[src/rtl/lfsr_seq_gen.sv]
// lfsr_seq_gen: Fibonacci LFSR symbol sequence generator with a latched seed,
// a step index and round-complete detection. The same sequence can be
// replayed from the latched seed with rewind.
module lfsr_seq_gen #(
  parameter int unsigned           WIDTH      = 8,
  parameter logic [WIDTH-1:0]      TAPS       = 8'hB8,
  parameter int unsigned           SYM_BITS   = 2,
  parameter int unsigned           LEN_W      = 5,
  parameter logic [WIDTH-1:0]      RESET_SEED = 8'h01
) (
  input  logic                clk,
  input  logic                rst,
  input  logic [WIDTH-1:0]    seed_in,
  input  logic                load,
  input  logic                rewind,
  input  logic                step,
  input  logic [LEN_W-1:0]    round_len,
  output logic [WIDTH-1:0]    state,
  output logic [SYM_BITS-1:0] sym,
  output logic [LEN_W-1:0]    idx,
  output logic                done
);

  // Single active command after applying load > rewind > step priority.
  typedef enum logic [1:0] {
    CMD_NONE,
    CMD_LOAD,
    CMD_REWIND,
    CMD_STEP
  } cmd_e;

  logic [WIDTH-1:0] seed_q, seed_d;
  logic [WIDTH-1:0] lfsr_q, lfsr_d;
  logic [LEN_W-1:0] idx_q,  idx_d;
  logic [WIDTH-1:0] seed_ld;
  logic [WIDTH-1:0] lfsr_next;
  logic             fb;
  logic             done_w;
  cmd_e             cmd;

  // Feedback, shift, zero-seed substitution and round completion.
  always_comb begin
    fb        = ^(lfsr_q & TAPS);
    lfsr_next = {lfsr_q[WIDTH-2:0], fb};
    seed_ld   = (seed_in == '0) ? WIDTH'(1) : seed_in;
    done_w    = (idx_q >= round_len);
  end

  // Command decode; a step is dropped once the round is complete.
  always_comb begin
    cmd = CMD_NONE;
    if (load)                 cmd = CMD_LOAD;
    else if (rewind)          cmd = CMD_REWIND;
    else if (step && !done_w) cmd = CMD_STEP;
  end

  // Next-state selection for seed, LFSR and step index.
  always_comb begin
    seed_d = seed_q;
    lfsr_d = lfsr_q;
    idx_d  = idx_q;
    unique case (cmd)
      CMD_LOAD: begin
        seed_d = seed_ld;
        lfsr_d = seed_ld;
        idx_d  = '0;
      end
      CMD_REWIND: begin
        lfsr_d = seed_q;
        idx_d  = '0;
      end
      CMD_STEP: begin
        // All-zero state cannot advance; recover from the latched seed.
        lfsr_d = (lfsr_q == '0) ? seed_q : lfsr_next;
        idx_d  = idx_q + LEN_W'(1);
      end
      default: ;
    endcase
  end

  // State registers with asynchronous reset to the reset seed.
  always_ff @(posedge clk or posedge rst) begin
    if (rst) begin
      seed_q <= RESET_SEED;
      lfsr_q <= RESET_SEED;
      idx_q  <= '0;
    end else begin
      seed_q <= seed_d;
      lfsr_q <= lfsr_d;
      idx_q  <= idx_d;
    end
  end

  assign state = lfsr_q;
  assign sym   = lfsr_q[SYM_BITS-1:0];
  assign idx   = idx_q;
  assign done  = done_w;

endmodule

[config.mk]
export PLATFORM = sky130hd
export DESIGN_NAME = lfsr_seq_gen
export DESIGN_NICKNAME = d
export VERILOG_FILES = /design/src/rtl/lfsr_seq_gen.sv
export SDC_FILE = /design/constraint.sdc
export NUM_CORES = 1
export LEC_CHECK = 0
export CORE_MARGIN = 3
export CORE_UTILIZATION = 60
export CTS_BUF_LIST = sky130_fd_sc_hd__clkbuf_16
export DETAILED_ROUTE_END_ITERATION = 8
export DONT_BUFFER_PORTS = 1
export PLACE_DENSITY = 0.75
export SLEW_MARGIN = 10
export SYNTH_ARGS = -nofsm -noshare
export SYNTH_HDL_FRONTEND = slang
export SYNTH_SLANG_ARGS = --single-unit
[constraint.sdc]
create_clock -name clk -period 3.6 [get_ports clk]
set_input_delay 0.72 -clock clk [delete_from_list [all_inputs] [get_ports clk]]
set_output_delay 0.72 -clock clk [all_outputs]
set_load 0.02 [all_outputs]
# ---- Word-level counts from Yosys, hierarchy flattened
# Index checks and enable logic that the tools add are counted.
dict set report totals {
  register_bits 21
  out_inout_bits 16
}
dict set report op_classes {
  add_sub_neg 1
  order_cmp 1
  eq_ne 3
  mux 7
  reduce_logical 8
}
# operator n
set ops {}
lappend ops {{$pmux W8 S3} 1}
lappend ops {{$logic_not A8 Y1} 2}
lappend ops {{$mux W8} 2}
lappend ops {{$pmux W5 S2} 1}
lappend ops {{$reduce_xor A8 Y1} 1}
lappend ops {{$mux W2} 3}
lappend ops {{$add A5 B1 Y5 const B} 1}
lappend ops {{$ge A5 B5 Y1} 1}
lappend ops {{$eq A2 B2 Y1 const B} 2}
lappend ops {{$reduce_bool A3 Y1} 1}
lappend ops {{$eq A2 B1 Y1 const B} 1}
lappend ops {{$reduce_bool A2 Y1} 1}
lappend ops {{$reduce_or A2 Y1} 1}
lappend ops {{$logic_and A1 B1 Y1} 1}
lappend ops {{$logic_not A1 Y1} 1}

# ---- Depth between registers and ports, before layout
# Gate-level depths: netlist (run 1).
dict set report logic_depth {
  depth_word 9
  ltp_mapped 7
}

# ---- Worst setup path after synthesis (run 1)
# No wires, ideal clock.
dict set report synth_timing {
  path_kind {input port to output port}
  startpoint {input port round_len[2]}
  endpoint {output port done}
  arrival_time_ns 1.693
  path_slack_ns 1.187
  stages 6
  n_path_buf 0
  path_cell_list {inv_1 ha_1 a21oi_1 o21ai_2 a21o_1 a21o_1}
}
dict set report synth_via {
  elab_chain_len 1
}
# item line
set synth_lines {}
lappend synth_lines {{start: declaration} 17} ;# input logic [LEN_W-1:0] round_len,
lappend synth_lines {{$ge A5 B5 Y1} 46} ;# done_w = (idx_q >= round_len);
lappend synth_lines {{end: declaration} 21} ;# output logic done
# No other way between the ends.

# ---- Final worst setup path (run 1)
dict set report layout_timing {
  startpoint {register idx_q[0] (netlist: idx[0])}
  endpoint {output port done}
}
dict set report layout_via {
  elab_chain_len 1
}
# item line
set layout_lines {}
lappend layout_lines {{start: declaration} 34} ;# logic [LEN_W-1:0] idx_q, idx_d;
lappend layout_lines {{start signal: assignment} 90} ;# idx_q <= idx_d;
lappend layout_lines {{$ge A5 B5 Y1} 46}
# No other way between the ends.

==> results of run 1 <==
## placed cells by master, fill, tap and decap left out, types with 5 or more instances in the layout
cell type / n
sky130_fd_sc_hd__and3_1: 5
sky130_fd_sc_hd__a21oi_1: 12
sky130_fd_sc_hd__nand2_1: 14
sky130_fd_sc_hd__nor2_1: 7
sky130_fd_sc_hd__dfrtp_1: 19
sky130_fd_sc_hd__inv_1: 13
sky130_fd_sc_hd__ha_1: 7
sky130_fd_sc_hd__o21ai_0: 8
## worst max-delay path by stage
stage	end	depth (start not counted)	start
4_1_cts	done	6	idx[0]$_DFFE_PP0P_
5_1_grt	done	6	idx[0]$_DFFE_PP0P_
6_report	done	6	idx[0]$_DFFE_PP0P_
2_1_floorplan	done	6	round_len[2]
3_5_place_dp	done	6	round_len[2]
3_3_place_gp	done	6	round_len[2]
## stage by stage
step / area (µm²) / power (W) / hold WS (ns) / worst slack, ns / std cells
after global routing: 1380 / 0.000655 / 0.502 / 0.892 / 167
after CTS: 1380 / 0.000633 / 0.473 / 1.00 / 167
after detailed placement: 1300 / 0.000394 / 0.458 / 1.10 / 163
final: 1380 / 0.000629 / 0.477 / 1.02 / 167
after global placement: 1300 / 0.000390 / 0.449 / 1.16 / 163
after floorplan: 1290 / 0.000381 / 0.432 / 1.19 / 142
## per-layer routing
metal,vias to the layer above,GRT usage
met5,-,0
met4,0,0.0723
li1,509,-
met1,503,0.295
met2,49,0.331
met3,2,0.0655
## area by class of cell
cell class / count / area [µm²] / share of cell area
clock inverter: 1 / 5.00 / 0.00363
clock buffer: 3 / 75.1 / 0.0545
tap: 27 / 33.8 / 0.0245
sequential: 21 / 528 / 0.383
inverter: 13 / 48.8 / 0.0354
multi-input combinational: 102 / 687 / 0.499
## sequential cells by signal, summed over array words and instances, names as in the netlist
signal / count
state: 8
seed_q: 8
idx: 5
## where the power goes
group / internal (W) / switching, W / leakage (nW) / total (W)
Clock: 0.000149 / 0.0000875 / 0.0409 / 0.000237
Sequential: 0.000259 / 0.0000405 / 0.256 / 0.000299
Combinational: 0.0000417 / 0.0000513 / 0.352 / 0.0000930
## critical path, delay by kind of cell (launching register included)
| family | cells | cell delay, ns |
|---|---|---|
| AOI/OAI and AO/OA | 3 | 0.55 |
| adders and majority gates | 1 | 0.29 |
| buffers and inverters | 1 | 0.12 |
| DFF | 1 | 0.50 |
| and+or+nand+nor | 1 | 0.14 |
## logic make-up (layout without fill, tap and decap cells)
group | Yosys count | in the layout | synth area share
mux | 7 | 7 | 0.0571
xor+xnor | 2 | 2 | 0.0135
buf+inv | 19 | 17 | 0.0609
fa+ha+maj | 7 | 7 | 0.0677
simple gates | 45 | 45 | 0.178
compound gates | 41 | 41 | 0.215
flops | 21 | 21 | 0.408
==> results.toml, run 1 <==
[clock_network]
cts_num_sinks = 21
cts-resized-gates = 0
numCtsBuffers = 3
htreeDepth = 1
post-cts-setup-buffer-count = 0
cts_tree = "yes"
path_clk_slew_ns = 0.06
insertion_delay_to_the_later_sink_of_the_worst_skew_pair_ns = 0.25
cts-root-buf = "sky130_fd_sc_hd__clkbuf_16"
number_of_hold_repair_buffers_added_at_the_cts_stage = 0
cts-root-to-sink-buffers = 2

[hold_path]
hp-class = "reg2reg"
hold-path-endpoint = "seed_q[4]$_DFFE_PP0N_"
hold_path.startpoint = "seed_q[4]$_DFFE_PP0N_"
whs_path_depth = 2

[finish]
syn2layout_area_growth_pct = 6.48
fillerInstances = 167
layout.core_utilization = 0.688
num_antenna_cells = 0
layout-drive-gt1-share = 0.100
finalNetCount = 166

[synthesis]
post-synth-top-count-cell = "sky130_fd_sc_hd__dfrtp_1"
synth.yosys.seq_area_share = 0.408
postSynthNetCount = 167
postSynthRegisterBits = 21
syn-cell-area_um2 = 1290
netlist_top_cells_count = "sky130_fd_sc_hd__dfrtp_1 (19), sky130_fd_sc_hd__nand2_1 (14), sky130_fd_sc_hd__inv_1 (13)"
syn_avg_cell_area_um2 = 9.11
synth-warning-count = 0
synth_largest_type_area_fraction = 0.368
synthFlopType = "sky130_fd_sc_hd__dfrtp_1"
syn-instance-count = 142
synth_edf_count = 0
synth_cell_type_count = 39
netlist_top_cells_area = "sky130_fd_sc_hd__dfrtp_1 (37%), sky130_fd_sc_hd__ha_1 (6.8%), sky130_fd_sc_hd__a21oi_1 (4.6%)"
synth_async_sr_flop_share = 1.00
netlist.top_cell.by_area = "sky130_fd_sc_hd__dfrtp_1"

[grt]
grt_overflow_total = 0
initial_antenna_violation_count = 0
grt_max_degree = 24
grt_first_pass_wirelength_um = 4380
first_global_vias = 989
grt_util_all_layers = 0.218

[sta]
tightest_slew_ns = 0.809
minimum_clock_period_ns = 2.58
final-setup-viol-count = 0
slew_headroom = 0.460
clock_skew_ns = 0.00216
finalHoldViolations = 0
timing.fmax_mhz = 388
grt_setup_unrepaired = "no"
timing.final.crit_share = 0.716
fin_tns_setup_ns = 0
slew_violations = 0

[die]
num_io_pins = 34
design.core.area_um2 = 2000
dieArea_um2 = 2750
num_rows = 16
chipWidth_um = 52.4
initial_core_util = 0.646
chipHeight_um = 52.4

[drt]
wl_per_cell_um = 16.7
route.final.wire_length_um = 2790
initial_drc_count = 25
postRouteAntennaNets = 0
vias = 1063
route.top_layer_used = "met4"
drt_pass1_iterations = 4
drt-met1-wl_um = 1330
met3RoutedLength_um = 225
routed_via_density = 6.37
met2RoutedLength_um = 1220
detail_route.drc_violations = 0

[placement]
port_buffers = 0
finalWeightedCongestion = 0.813
dp.final_hpwl_um = 2010

[worst_setup_path]
worst-r2r-cell-count = 7
cp.required_ns = 2.88
criticalPathCategory = "reg2out"
critical_path.max_fanout = 4
crit_path_max_incr_delay_ns = 0.50
worstSetupStartpointType = "register"
worst_r2r_endpoint = "state[2]$_DFFE_PP0P_"
cp.arrival_ns = 1.86
worst_setup_path_end_kind = "output pin"
timing.critical_path.slowest_stage_cell = "sky130_fd_sc_hd__dfrtp_1"
reg2reg_setup_slack_ns = 1.46
critical_path.most_common_cell = "sky130_fd_sc_hd__a21o_1"
cp_cell_sequence = "inv_1, ha_1, nor2b_1, o21ai_2, a21o_1, a21o_1"
crit-reg2reg-launch = "idx[0]$_DFFE_PP0P_"

[job]
drv_cap = 0

[power]
p_leak_nw = 0.649
powerDensity_nw_per_um2 = 456
ir_worst_vdd_mv = 0.338

[outcome]
outcome = "finished clean"
No activity file was read; power rests on OpenSTA's default activity.
==> inputs of run 2 (changes only) <==
--- a/config.mk
+++ b/config.mk
@@ -6,11 +6,11 @@
 export NUM_CORES = 1
 export LEC_CHECK = 0
 export CORE_MARGIN = 3
-export CORE_UTILIZATION = 60
+export CORE_UTILIZATION = 55
 export CTS_BUF_LIST = sky130_fd_sc_hd__clkbuf_16
 export DETAILED_ROUTE_END_ITERATION = 8
 export DONT_BUFFER_PORTS = 1
-export PLACE_DENSITY = 0.75
+export PLACE_DENSITY = 0.72
 export SLEW_MARGIN = 10
 export SYNTH_ARGS = -nofsm -noshare
 export SYNTH_HDL_FRONTEND = slang
==> constraint.sdc (replaced) <==
create_clock -name clk -period 2.2 [get_ports clk]
set_input_delay 0.44 -clock clk [delete_from_list [all_inputs] [get_ports clk]]
set_output_delay 0.44 -clock clk [all_outputs]
set_load 0.02 [all_outputs]
==> results.toml, run 2 (synthesis gave the netlist of run 1 again) <==
[finish]
layout.cells.most_common = "sky130_fd_sc_hd__dfrtp_1"
final-instance-count-excl-fill = 173
num_antenna_cells = 0
finalNetCount = 172
syn2layout_area_growth_pct = 9.86
layout-drive-gt1-share = 0.130
multi_input_comb_area_um2 = 687
area.sequential_um2 = 528
most-common-layout-cells = "sky130_fd_sc_hd__dfrtp_1 (19), sky130_fd_sc_hd__nand2_1 (14), sky130_fd_sc_hd__inv_1 (14), sky130_fd_sc_hd__a21oi_1 (12), sky130_fd_sc_hd__o21ai_0 (8)"
fillerInstances = 170

[drt]
vias = 1059
drt_pass1_iterations = 4
route.final.wire_length_um = 2800
routed_via_density = 6.12
detail_route.drc_violations = 0
initial_drc_count = 21
postRouteAntennaNets = 0
wl_per_cell_um = 16.2

[power]
ir_worst_vdd_mv = 0.433
p_leak_nw = 0.681
powerDensity_nw_per_um2 = 728

[die]
chipHeight_um = 54.5
num_io_pins = 34
dieArea_um2 = 2970
design.core.area_um2 = 2080
chipWidth_um = 54.5
num_rows = 16
initial_core_util = 0.621

[clock_network]
cts-root-buf = "sky130_fd_sc_hd__clkbuf_16"
htreeDepth = 1
path_clk_slew_ns = 0.06
cts_tree = "yes"
cts_num_sinks = 21
post-cts-setup-buffer-count = 0
cts-root-to-sink-buffers = 2
insertion_delay_to_the_later_sink_of_the_worst_skew_pair_ns = 0.25
cts-resized-gates = 0
numCtsBuffers = 3
number_of_hold_repair_buffers_added_at_the_cts_stage = 0

[sta]
fin_tns_setup_ns = 0
timing.final.crit_share = 0.958
clock_skew_ns = 0.00131
final-setup-viol-count = 0
slew_violations = 0
finalHoldViolations = 0
minimum_clock_period_ns = 2.11
slew_headroom = 0.479
grt_setup_unrepaired = "no"
tightest_slew_ns = 0.780
timing.fmax_mhz = 474

[worst_setup_path]
critical_path.most_common_cell = "sky130_fd_sc_hd__a21o_1"
worst_setup_path_startpoint = "idx[0]$_DFFE_PP0P_"
worst_r2r_endpoint = "state[3]$_DFFE_PP0P_"
cp.required_ns = 1.76
crit-reg2reg-launch = "idx[4]$_DFFE_PP0P_"
worstSetupStartpointType = "register"
reg2reg_setup_slack_ns = 0.26
cp.arrival_ns = 1.67
timing.critical_path.slowest_stage_cell = "sky130_fd_sc_hd__dfrtp_1"
crit_path_max_incr_delay_ns = 0.37
cp_cell_sequence = "inv_1, ha_1, nor2b_1, o21ai_2, a21o_1, a21o_1"
criticalPathCategory = "reg2out"
worst_setup_path_end_kind = "output pin"
worst-r2r-cell-count = 6
critical_path.max_fanout = 4

[grt]
grt_max_degree = 24
grt_overflow_total = 0
grt_first_pass_wirelength_um = 4510
initial_antenna_violation_count = 0
first_global_vias = 1055
grt_util_all_layers = 0.216

[hold_path]
hp-class = "in2async"

[placement]
post-place-cells = 169
dp.final_hpwl_um = 2140
finalWeightedCongestion = 0.845
port_buffers = 0

[job]
drv_cap = 0

[outcome]
outcome = "finished clean"
[run 2: cell count changes in the layout (fill, tap and decap cells not counted), sizes merged]
cell    change
clkinv      -1
buf         +6
inv         +1
[run 2: worst max-delay path: cells and delay by family (launching register included)]
family / cells / cell delay [ns]
and+or+nand+nor: 1 / 0.16
buffers and inverters: 1 / 0.08
adders and majority gates: 1 / 0.23
DFF: 1 / 0.37
AOI/OAI and AO/OA: 3 / 0.56
[run 2: area by class of cell]
type	instances	area share
Timing Repair Buffer	6	0.0317
Multi-Input combinational cell	102	0.483
Sequential cell	21	0.371
Tap cell	27	0.0238
Clock inverter	1	0.00264
Clock buffer	3	0.0528
Inverter	13	0.0343
[run 2: metrics by stage]
stage	hold slack [ns]	cell area [µm²]	utilization	total power [W]	worst slack, ns
floorplan	0.415	1290	-	0.000624	0.276
global placement	0.448	1340	0.645	0.000652	0.266
detailed placement	0.462	1340	0.645	0.000658	0.215
CTS	0.248	1420	0.683	0.00104	0.0827
global route	0.278	1420	0.683	0.00108	0.0284
finish	0.217	1420	0.683	0.00103	0.0916
[run 2: per-layer routing]
layer | GRT usage | up-vias | part of all wire | wire [µm]
met3 | 0.0627 | 5 | 0.094 | 264
li1 | - | 510 | - | -
met4 | 0.129 | 0 | 0.018 | 51
met5 | 0 | - | 0 | 0
met2 | 0.337 | 42 | 0.45 | 1270
met1 | 0.263 | 502 | 0.43 | 1220
[run 2: where the power goes]
| part | internal, W | switching (W) |
|---|---|---|
| clock network | 0.000242 | 0.000141 |
| registers | 0.000423 | 0.0000430 |
| logic | 0.0000787 | 0.000108 |
[run 2: how the worst max path moves through the flow]
stage	end	slack (ns)	cells past startpoint
6_report	done	0.09	6
3_3_place_gp	state[3]$_DFFE_PP0P_	0.27	7
4_1_cts	done	0.08	6
2_1_floorplan	done	0.28	6
3_5_place_dp	state[7]$_DFFE_PP0P_	0.21	7
5_1_grt	done	0.03	5
